**src/rtl/rca_config_sequencer_if.sv**
```systemverilog
// Bundles the decode/issue request, RCA issue accounting, config memory read
// port and RCA config register write port of the RCA configuration sequencer.
interface rca_config_sequencer_if #(
    parameter int unsigned NUM_CONFIGS = 4,
    parameter int unsigned CFG_WORDS   = 8
);
    localparam int unsigned CFG_ID_W = $clog2(NUM_CONFIGS);
    localparam int unsigned ADDR_W   = $clog2(NUM_CONFIGS * CFG_WORDS);
    localparam int unsigned IDX_W    = $clog2(CFG_WORDS);

    logic                cfg_req_valid;
    logic [CFG_ID_W:0]   cfg_req_id;
    logic                cfg_req_ready;
    logic                cfg_req_err;
    logic                issue_fire;
    logic                retire_fire;
    logic                issue_allow;
    logic                cfg_rd_en;
    logic [ADDR_W-1:0]   cfg_rd_addr;
    logic [31:0]         cfg_rd_data;
    logic                cfg_wr_en;
    logic [IDX_W-1:0]    cfg_wr_idx;
    logic [31:0]         cfg_wr_data;
    logic [CFG_ID_W-1:0] active_cfg_id;
    logic                active_cfg_valid;
    logic                busy;

    // Requester, RCA unit and config memory side.
    modport master (
        output cfg_req_valid, cfg_req_id, issue_fire, retire_fire, cfg_rd_data,
        input  cfg_req_ready, cfg_req_err, issue_allow, cfg_rd_en, cfg_rd_addr,
               cfg_wr_en, cfg_wr_idx, cfg_wr_data, active_cfg_id, active_cfg_valid, busy
    );

    // Sequencer side.
    modport slave (
        input  cfg_req_valid, cfg_req_id, issue_fire, retire_fire, cfg_rd_data,
        output cfg_req_ready, cfg_req_err, issue_allow, cfg_rd_en, cfg_rd_addr,
               cfg_wr_en, cfg_wr_idx, cfg_wr_data, active_cfg_id, active_cfg_valid, busy
    );
endinterface

```
**src/rtl/rca_config_sequencer.sv**
```systemverilog
// Sequences RCA reconfiguration: drain in-flight ops, stream config words from
// the config store into the RCA config registers, settle, then re-enable issue.
module rca_config_sequencer #(
    parameter int unsigned NUM_CONFIGS   = 4,
    parameter int unsigned CFG_WORDS     = 8,
    parameter int unsigned SETTLE_CYCLES = 2,
    parameter int unsigned MAX_INFLIGHT  = 4
) (
    input  logic                 clk,
    input  logic                 rst,
    rca_config_sequencer_if.slave bus
);
    localparam int unsigned CFG_ID_W    = $clog2(NUM_CONFIGS);
    localparam int unsigned REQ_ID_W    = CFG_ID_W + 1;
    localparam int unsigned ADDR_W      = $clog2(NUM_CONFIGS * CFG_WORDS);
    localparam int unsigned IDX_W       = $clog2(CFG_WORDS);
    localparam int unsigned CNT_W       = $clog2(MAX_INFLIGHT + 1);
    localparam int unsigned WCNT_W      = $clog2(CFG_WORDS + 1);
    localparam int unsigned SCNT_W      = $clog2(SETTLE_CYCLES + 1);
    localparam int unsigned SETTLE_LAST = (SETTLE_CYCLES > 1) ? SETTLE_CYCLES - 1 : 0;

    typedef enum logic [1:0] {
        ST_READY  = 2'd0,
        ST_DRAIN  = 2'd1,
        ST_LOAD   = 2'd2,
        ST_SETTLE = 2'd3
    } state_e;

    state_e              state_q,        state_d;
    logic [CFG_ID_W-1:0] target_id_q,    target_id_d;
    logic [CFG_ID_W-1:0] active_id_q,    active_id_d;
    logic                active_valid_q, active_valid_d;
    logic [CNT_W-1:0]    inflight_q,     inflight_d;
    logic [WCNT_W-1:0]   word_q,         word_d;
    logic [SCNT_W-1:0]   settle_q,       settle_d;
    logic                rd_en_q,        rd_en_d;
    logic [ADDR_W-1:0]   rd_addr_q,      rd_addr_d;
    logic                wr_en_q,        wr_en_d;
    logic [IDX_W-1:0]    wr_idx_q,       wr_idx_d;

    logic                req_in_range;
    logic                req_hit;
    logic                req_miss;
    logic [ADDR_W-1:0]   target_base;

    // Request classification against the currently loaded configuration.
    always_comb begin
        req_in_range = bus.cfg_req_id < REQ_ID_W'(NUM_CONFIGS);
        req_hit      = bus.cfg_req_valid && req_in_range && active_valid_q &&
                       (bus.cfg_req_id[CFG_ID_W-1:0] == active_id_q);
        req_miss     = bus.cfg_req_valid && req_in_range && !req_hit;
        target_base  = ADDR_W'(target_id_q) * ADDR_W'(CFG_WORDS);
    end

    // Outstanding RCA ops; simultaneous issue and retire cancel out.
    always_comb begin
        inflight_d = inflight_q;
        if (bus.issue_fire && !bus.retire_fire) begin
            if (inflight_q != {CNT_W{1'b1}}) begin
                inflight_d = inflight_q + CNT_W'(1);
            end
        end else if (bus.retire_fire && !bus.issue_fire && (inflight_q != '0)) begin
            inflight_d = inflight_q - CNT_W'(1);
        end
    end

    // Next-state and registered-output logic.
    always_comb begin
        state_d        = state_q;
        target_id_d    = target_id_q;
        active_id_d    = active_id_q;
        active_valid_d = active_valid_q;
        word_d         = word_q;
        settle_d       = settle_q;
        rd_en_d        = 1'b0;
        rd_addr_d      = rd_addr_q;
        wr_en_d        = rd_en_q;
        wr_idx_d       = wr_idx_q;

        case (state_q)
            ST_READY: begin
                if (req_miss) begin
                    target_id_d = bus.cfg_req_id[CFG_ID_W-1:0];
                    state_d     = ST_DRAIN;
                end
            end
            ST_DRAIN: begin
                if (inflight_q == '0) begin
                    state_d        = ST_LOAD;
                    active_valid_d = 1'b0;
                    word_d         = '0;
                    rd_en_d        = 1'b1;
                    rd_addr_d      = target_base;
                end
            end
            ST_LOAD: begin
                // Data for the read issued this cycle lands one cycle later.
                if (rd_en_q) begin
                    wr_idx_d = IDX_W'(word_q);
                end
                if (word_q == WCNT_W'(CFG_WORDS)) begin
                    state_d  = ST_SETTLE;
                    settle_d = SCNT_W'(SETTLE_LAST);
                end else begin
                    word_d = word_q + WCNT_W'(1);
                    if (word_q < WCNT_W'(CFG_WORDS - 1)) begin
                        rd_en_d   = 1'b1;
                        rd_addr_d = rd_addr_q + ADDR_W'(1);
                    end
                end
            end
            ST_SETTLE: begin
                if (settle_q == '0) begin
                    state_d        = ST_READY;
                    active_id_d    = target_id_q;
                    active_valid_d = 1'b1;
                end else begin
                    settle_d = settle_q - SCNT_W'(1);
                end
            end
            default: begin
                state_d = ST_READY;
            end
        endcase
    end

    always_ff @(posedge clk or posedge rst) begin
        if (rst) begin
            state_q        <= ST_READY;
            target_id_q    <= '0;
            active_id_q    <= '0;
            active_valid_q <= 1'b0;
            inflight_q     <= '0;
            word_q         <= '0;
            settle_q       <= '0;
            rd_en_q        <= 1'b0;
            rd_addr_q      <= '0;
            wr_en_q        <= 1'b0;
            wr_idx_q       <= '0;
        end else begin
            state_q        <= state_d;
            target_id_q    <= target_id_d;
            active_id_q    <= active_id_d;
            active_valid_q <= active_valid_d;
            inflight_q     <= inflight_d;
            word_q         <= word_d;
            settle_q       <= settle_d;
            rd_en_q        <= rd_en_d;
            rd_addr_q      <= rd_addr_d;
            wr_en_q        <= wr_en_d;
            wr_idx_q       <= wr_idx_d;
        end
    end

    assign bus.cfg_req_ready    = (state_q == ST_READY) && req_hit;
    assign bus.cfg_req_err      = (state_q == ST_READY) && bus.cfg_req_valid && !req_in_range;
    assign bus.issue_allow      = (state_q == ST_READY) && active_valid_q &&
                                  (inflight_q < CNT_W'(MAX_INFLIGHT));
    assign bus.busy             = (state_q != ST_READY);
    assign bus.cfg_rd_en        = rd_en_q;
    assign bus.cfg_rd_addr      = rd_addr_q;
    assign bus.cfg_wr_en        = wr_en_q;
    assign bus.cfg_wr_idx       = wr_idx_q;
    // Memory read data flows straight into the write port on its arrival cycle.
    assign bus.cfg_wr_data      = wr_en_q ? bus.cfg_rd_data : 32'h0;
    assign bus.active_cfg_id    = active_id_q;
    assign bus.active_cfg_valid = active_valid_q;
endmodule

```
**src/flat_wrapper.sv**
```systemverilog
// flat-port wrapper written by rule: the top's interface ports become plain ports
module rca_config_sequencer_flat 
#(
    parameter int unsigned NUM_CONFIGS   = 4,
    parameter int unsigned CFG_WORDS     = 8,
    parameter int unsigned SETTLE_CYCLES = 2,
    parameter int unsigned MAX_INFLIGHT  = 4
)
  (clk, rst, bus_cfg_req_valid, bus_cfg_req_id, bus_issue_fire, bus_retire_fire, bus_cfg_rd_data, bus_cfg_req_ready, bus_cfg_req_err, bus_issue_allow, bus_cfg_rd_en, bus_cfg_rd_addr, bus_cfg_wr_en, bus_cfg_wr_idx, bus_cfg_wr_data, bus_active_cfg_id, bus_active_cfg_valid, bus_busy);
  rca_config_sequencer_if #(.NUM_CONFIGS(NUM_CONFIGS), .CFG_WORDS(CFG_WORDS)) bus_i ();
  input  logic clk;
  input  logic rst;
  input wire logic [$bits(bus_i.cfg_req_valid)-1:0] bus_cfg_req_valid;
  input wire logic [$bits(bus_i.cfg_req_id)-1:0] bus_cfg_req_id;
  input wire logic [$bits(bus_i.issue_fire)-1:0] bus_issue_fire;
  input wire logic [$bits(bus_i.retire_fire)-1:0] bus_retire_fire;
  input wire logic [$bits(bus_i.cfg_rd_data)-1:0] bus_cfg_rd_data;
  output wire logic [$bits(bus_i.cfg_req_ready)-1:0] bus_cfg_req_ready;
  output wire logic [$bits(bus_i.cfg_req_err)-1:0] bus_cfg_req_err;
  output wire logic [$bits(bus_i.issue_allow)-1:0] bus_issue_allow;
  output wire logic [$bits(bus_i.cfg_rd_en)-1:0] bus_cfg_rd_en;
  output wire logic [$bits(bus_i.cfg_rd_addr)-1:0] bus_cfg_rd_addr;
  output wire logic [$bits(bus_i.cfg_wr_en)-1:0] bus_cfg_wr_en;
  output wire logic [$bits(bus_i.cfg_wr_idx)-1:0] bus_cfg_wr_idx;
  output wire logic [$bits(bus_i.cfg_wr_data)-1:0] bus_cfg_wr_data;
  output wire logic [$bits(bus_i.active_cfg_id)-1:0] bus_active_cfg_id;
  output wire logic [$bits(bus_i.active_cfg_valid)-1:0] bus_active_cfg_valid;
  output wire logic [$bits(bus_i.busy)-1:0] bus_busy;
  assign bus_i.cfg_req_valid = bus_cfg_req_valid;
  assign bus_i.cfg_req_id = bus_cfg_req_id;
  assign bus_i.issue_fire = bus_issue_fire;
  assign bus_i.retire_fire = bus_retire_fire;
  assign bus_i.cfg_rd_data = bus_cfg_rd_data;
  assign bus_cfg_req_ready = bus_i.cfg_req_ready;
  assign bus_cfg_req_err = bus_i.cfg_req_err;
  assign bus_issue_allow = bus_i.issue_allow;
  assign bus_cfg_rd_en = bus_i.cfg_rd_en;
  assign bus_cfg_rd_addr = bus_i.cfg_rd_addr;
  assign bus_cfg_wr_en = bus_i.cfg_wr_en;
  assign bus_cfg_wr_idx = bus_i.cfg_wr_idx;
  assign bus_cfg_wr_data = bus_i.cfg_wr_data;
  assign bus_active_cfg_id = bus_i.active_cfg_id;
  assign bus_active_cfg_valid = bus_i.active_cfg_valid;
  assign bus_busy = bus_i.busy;
  rca_config_sequencer #(.NUM_CONFIGS(NUM_CONFIGS), .CFG_WORDS(CFG_WORDS), .SETTLE_CYCLES(SETTLE_CYCLES), .MAX_INFLIGHT(MAX_INFLIGHT)) u_core (.clk(clk), .rst(rst), .bus(bus_i));
endmodule
```
**config.mk**
```make
export PLATFORM = sky130hd
export DESIGN_NAME = rca_config_sequencer_flat
export DESIGN_NICKNAME = d
export VERILOG_FILES = /design/src/rtl/rca_config_sequencer_if.sv /design/src/rtl/rca_config_sequencer.sv /design/src/flat_wrapper.sv
export SDC_FILE = /design/constraint.sdc
export NUM_CORES = 1
export LEC_CHECK = 0
export BUFFER_PORTS_ARGS = -buffer_cell sky130_fd_sc_hd__buf_2
export CAP_MARGIN = 5
export CORE_UTILIZATION = 49
export DETAILED_ROUTE_END_ITERATION = 6
export PLACE_DENSITY = 0.85
export REMOVE_ABC_BUFFERS = 1
export SLEW_MARGIN = 0
export SYNTH_ARGS = -nofsm -noshare
export SYNTH_HDL_FRONTEND = slang
export SYNTH_SLANG_ARGS = --single-unit
```
**constraint.sdc**
```tcl
create_clock -name clk -period 3.1 [get_ports clk]
set_input_delay 0 -clock clk [delete_from_list [all_inputs] [get_ports clk]]
set_output_delay 0 -clock clk [all_outputs]
set_load 0.005 [all_outputs]
```
==> summary.txt <==
Worst setup path
  • CP max-delay cell: ha_1
  • Worst r2r src: u_core.state_q[0]
  • Most frequent CP cell: inv_1
  • CP Launch Point: u_core.state_q[0]
  • Worst r2r dst: u_core.word_q[2]
  • Crit path arrival time: roughly 2400 ps
  • Worst Path Class, Setup: reg -> reg
  • Crit path required time: 3330 ps
  • Crit. path cell count: 6
  • Critical path launch point type: register
  • Cell Chain, Critical Path: inv_1, ha_1, inv_1, o211ai_4, nor3_1, a211o_2
  • Max stage delay on crit path: between 500 and 600 ps
  • Crit end category: register
  • Crit-path max FO: 18
  • Reg2Reg Setup Slack: ~940 ps
  • Crit path max-delay family: compound AO/OA/AOI/OAI gates
  • Worst R2R Path Depth: 6
  • Worst path bufs/invs: 2

Worst hold path
  • HP Start: bus_issue_fire
  • End of the worst hold path: u_core.inflight_q[1]
  • Hold path cells: 4
  • Hold WC Path Type: in -> reg

Timing
  • Setup TNS: 0 ps
  • Clk_skew: roughly 5 ps
  • RSZ-0062 raised after global routing: false
  • Fin crit share: roughly 70%
  • Worst-Margin Slew: 945 ps
  • Final Max Slew Viols: 0
  • Max-Slew Margin vs Limit: between 30% and 40%
  • Crit path time final: roughly 2200 ps
  • Final count of negative-setup-slack endpoints: 0
  • Hold Vio Cnt, Final: 0
  • Max Clk Rate: roughly 460 MHz

Yosys
  • Post-synth EDFFs: 0
  • Synth top area share: roughly 36%
  • Netlist Area Pre-Place: approximately 0.0018 mm²
  • Sequential share of the synthesized area: between 30 and 40%
  • Area contributors post-synth: dfrtp_1 36%, and2_1 11%, ha_1 6.3%
  • Post-Synthesis Mean Instance Area: about 9.2 µm²
  • Yosys reg bits: 26
  • Top_reg_cell synth: dfrtp_1
  • Post-synthesis async set-or-reset flop share: 100%
  • Synth cell types: 46
  • Synth Warn #: 0
  • Most area-hungry cell type in the Yosys netlist: dfrtp_1
  • Cells after Synth: roughly 190

Routing
  • Vias/cell: 5.20
  • 1st-pass router iterations: 4
  • WL final: 3990 µm
  • WL per Instance: 12.2 µm
  • Via count: 1,706
  • Initial DRC Count: 19
  • ANT nets after route: 0
  • Remaining DRCs: 0

Global routing
  • Vias in the first global route: roughly 1,600
  • Initial antenna violation count: 0
  • Largest net degree at the start of global routing: 34
  • Overflow left after global routing: 0
  • GRT Util Overall: between 20% and 30%
  • First-pass GRT wire length: a little over 7000 µm

Final layout
  • ANT cells: 0
  • Proportion of layout cells with a drive suffix above 1: between 30 and 40%
  • Most frequent cells in the layout: 88 x buf_2, 32 x and2_1, 26 x dfrtp_1
  • Layout area overhead: 29.3%
  • Nets@finish: around 330
  • Final Core Density: around 68%
  • Commonest non-fill, non-tap cell in the layout: buf_2

CTS
  • CTS tree: done
  • Inserted Clock Buffers: 3
  • Clock buffer depth: 2
  • H-tree levels: 1
  • Clock-pin slew on the worst setup and hold paths: roughly 140 ps
  • CTS Root Cell: clkbuf_4
  • Clk Latency, worst-skew pair: roughly 320 ps
  • CTS sink count: 26
  • Post-CTS Setup Repair Bufs: 0

Floorplan
  • I/O pin total: about 90
  • Core region area: roughly 0.0034 mm²
  • # rows: 21
  • Chip Width: 62.5 µm
  • Starting Density: between 50 and 60%
  • Die area: between 0.003 and 0.004 mm²
  • Die height: ~62 µm

Place
  • IO buf count: just under 90
  • Final Wtd Congestion: slightly above 0.8
  • DP HPWL: 3140 µm

Power
  • Peak VDD IR: between 0.0005 and 0.0006 V
  • Total leakage power: about 1.2 nW
  • PD cells: between 800 and 900 mW/mm²

Run status
  • Run status: completed

Run
  • # Max-Cap Violations: 0
==> worst max-delay path by stage <==
stage	end	slack, ps
2_1_floorplan	u_core.word_q[2]	1260
3_3_place_gp	u_core.word_q[2]	1080
3_5_place_dp	u_core.word_q[0]	930
4_1_cts	u_core.word_q[0]	930
5_1_grt	u_core.word_q[0]	730
6_report	u_core.word_q[2]	940
==> stage by stage <==
stage	cells	area [µm²]	total power [W]	hold slack [ps]	setup WS, ps
3_5_place_dp	321	2250	0.00175	269	933
4_1_cts	328	2310	0.00193	49.3	927
3_3_place_gp	321	2250	0.00171	259	1080
5_1_grt	328	2310	0.00211	111	731
6_report	328	2310	0.00191	58.9	939
2_1_floorplan	187	1750	0.00140	40.0	1260
==> logic make-up (layout without fill, tap and decap cells) <==
group | after synthesis | count (layout) | share of synthesized area (%)
simple gates | 85 | 85 | 26.3
compound gates | 43 | 43 | 18.4
flops | 26 | 26 | 36.3
buf+inv | 19 | 107 | 4.75
fa+ha+maj | 10 | 10 | 7.41
mux | 9 | 9 | 5.73
xor+xnor | 2 | 2 | 0.979
==> state kept, by name, indices dropped and copies added (netlist names), 2 cells and up <==
signal	cells
u_core.bus.active_cfg_id	2
u_core.settle_q	2
u_core.target_id_q	2
u_core.word_q	4
u_core.bus.cfg_wr_idx	3
u_core.bus.cfg_rd_addr	5
u_core.inflight_q	3
u_core.state_q	2
==> layer usage <==
layer | wire (µm) | share of wire, % | GRT usage, %
met1 | 1670 | 42 | 25.9
met2 | 2000 | 50 | 41.7
met3 | 254 | 6.4 | 4.20
met4 | 63 | 1.6 | 8.43
met5 | 0 | 0 | 0
==> cell usage after synthesis, types with 2 or more instances <==
library cell	instances
nor2_1	11
xnor2_1	2
nand3_1	7
nand3b_1	3
nand4_1	2
ha_1	9
and2_1	32
or4_1	2
a211oi_1	2
nand2_1	15
dfrtp_1	26
o22ai_1	4
mux2i_1	2
a21oi_1	8
clkbuf_1	5
a21boi_0	2
o21ai_0	12
inv_1	12
nor3_1	2
nand2b_1	5
mux2_2	6
==> where the power goes <==
part / total, W / switching [W] / internal [W]
Sequential: 0.000668 / 0.000191 / 0.000477
Clock: 0.000172 / 0.000100 / 0.0000719
Combinational: 0.00107 / 0.000541 / 0.000530
==> layout make-up <==
cell class | count | area (µm²)
flip-flops and latches | 26 | 651
clock buffers | 4 | 36.3
fillers | 306 | 1100
repair buffers | 91 | 470
well taps | 46 | 57.6
multi-input cells | 149 | 1050
inverters | 12 | 45.0
==> tightest hold or removal path: stages <==
cell and delay (ps):
buf_2 160, o21ai_0 100, o21ai_0 70, nor2_1 40
==> repair_timing <==
item | 4_1_cts | 5_1_grt
hold endpoints to repair | 28 | 0
hold buffers | 3 | 0
resized for setup | 0 | 0
No activity file was read; power rests on OpenSTA's default activity.
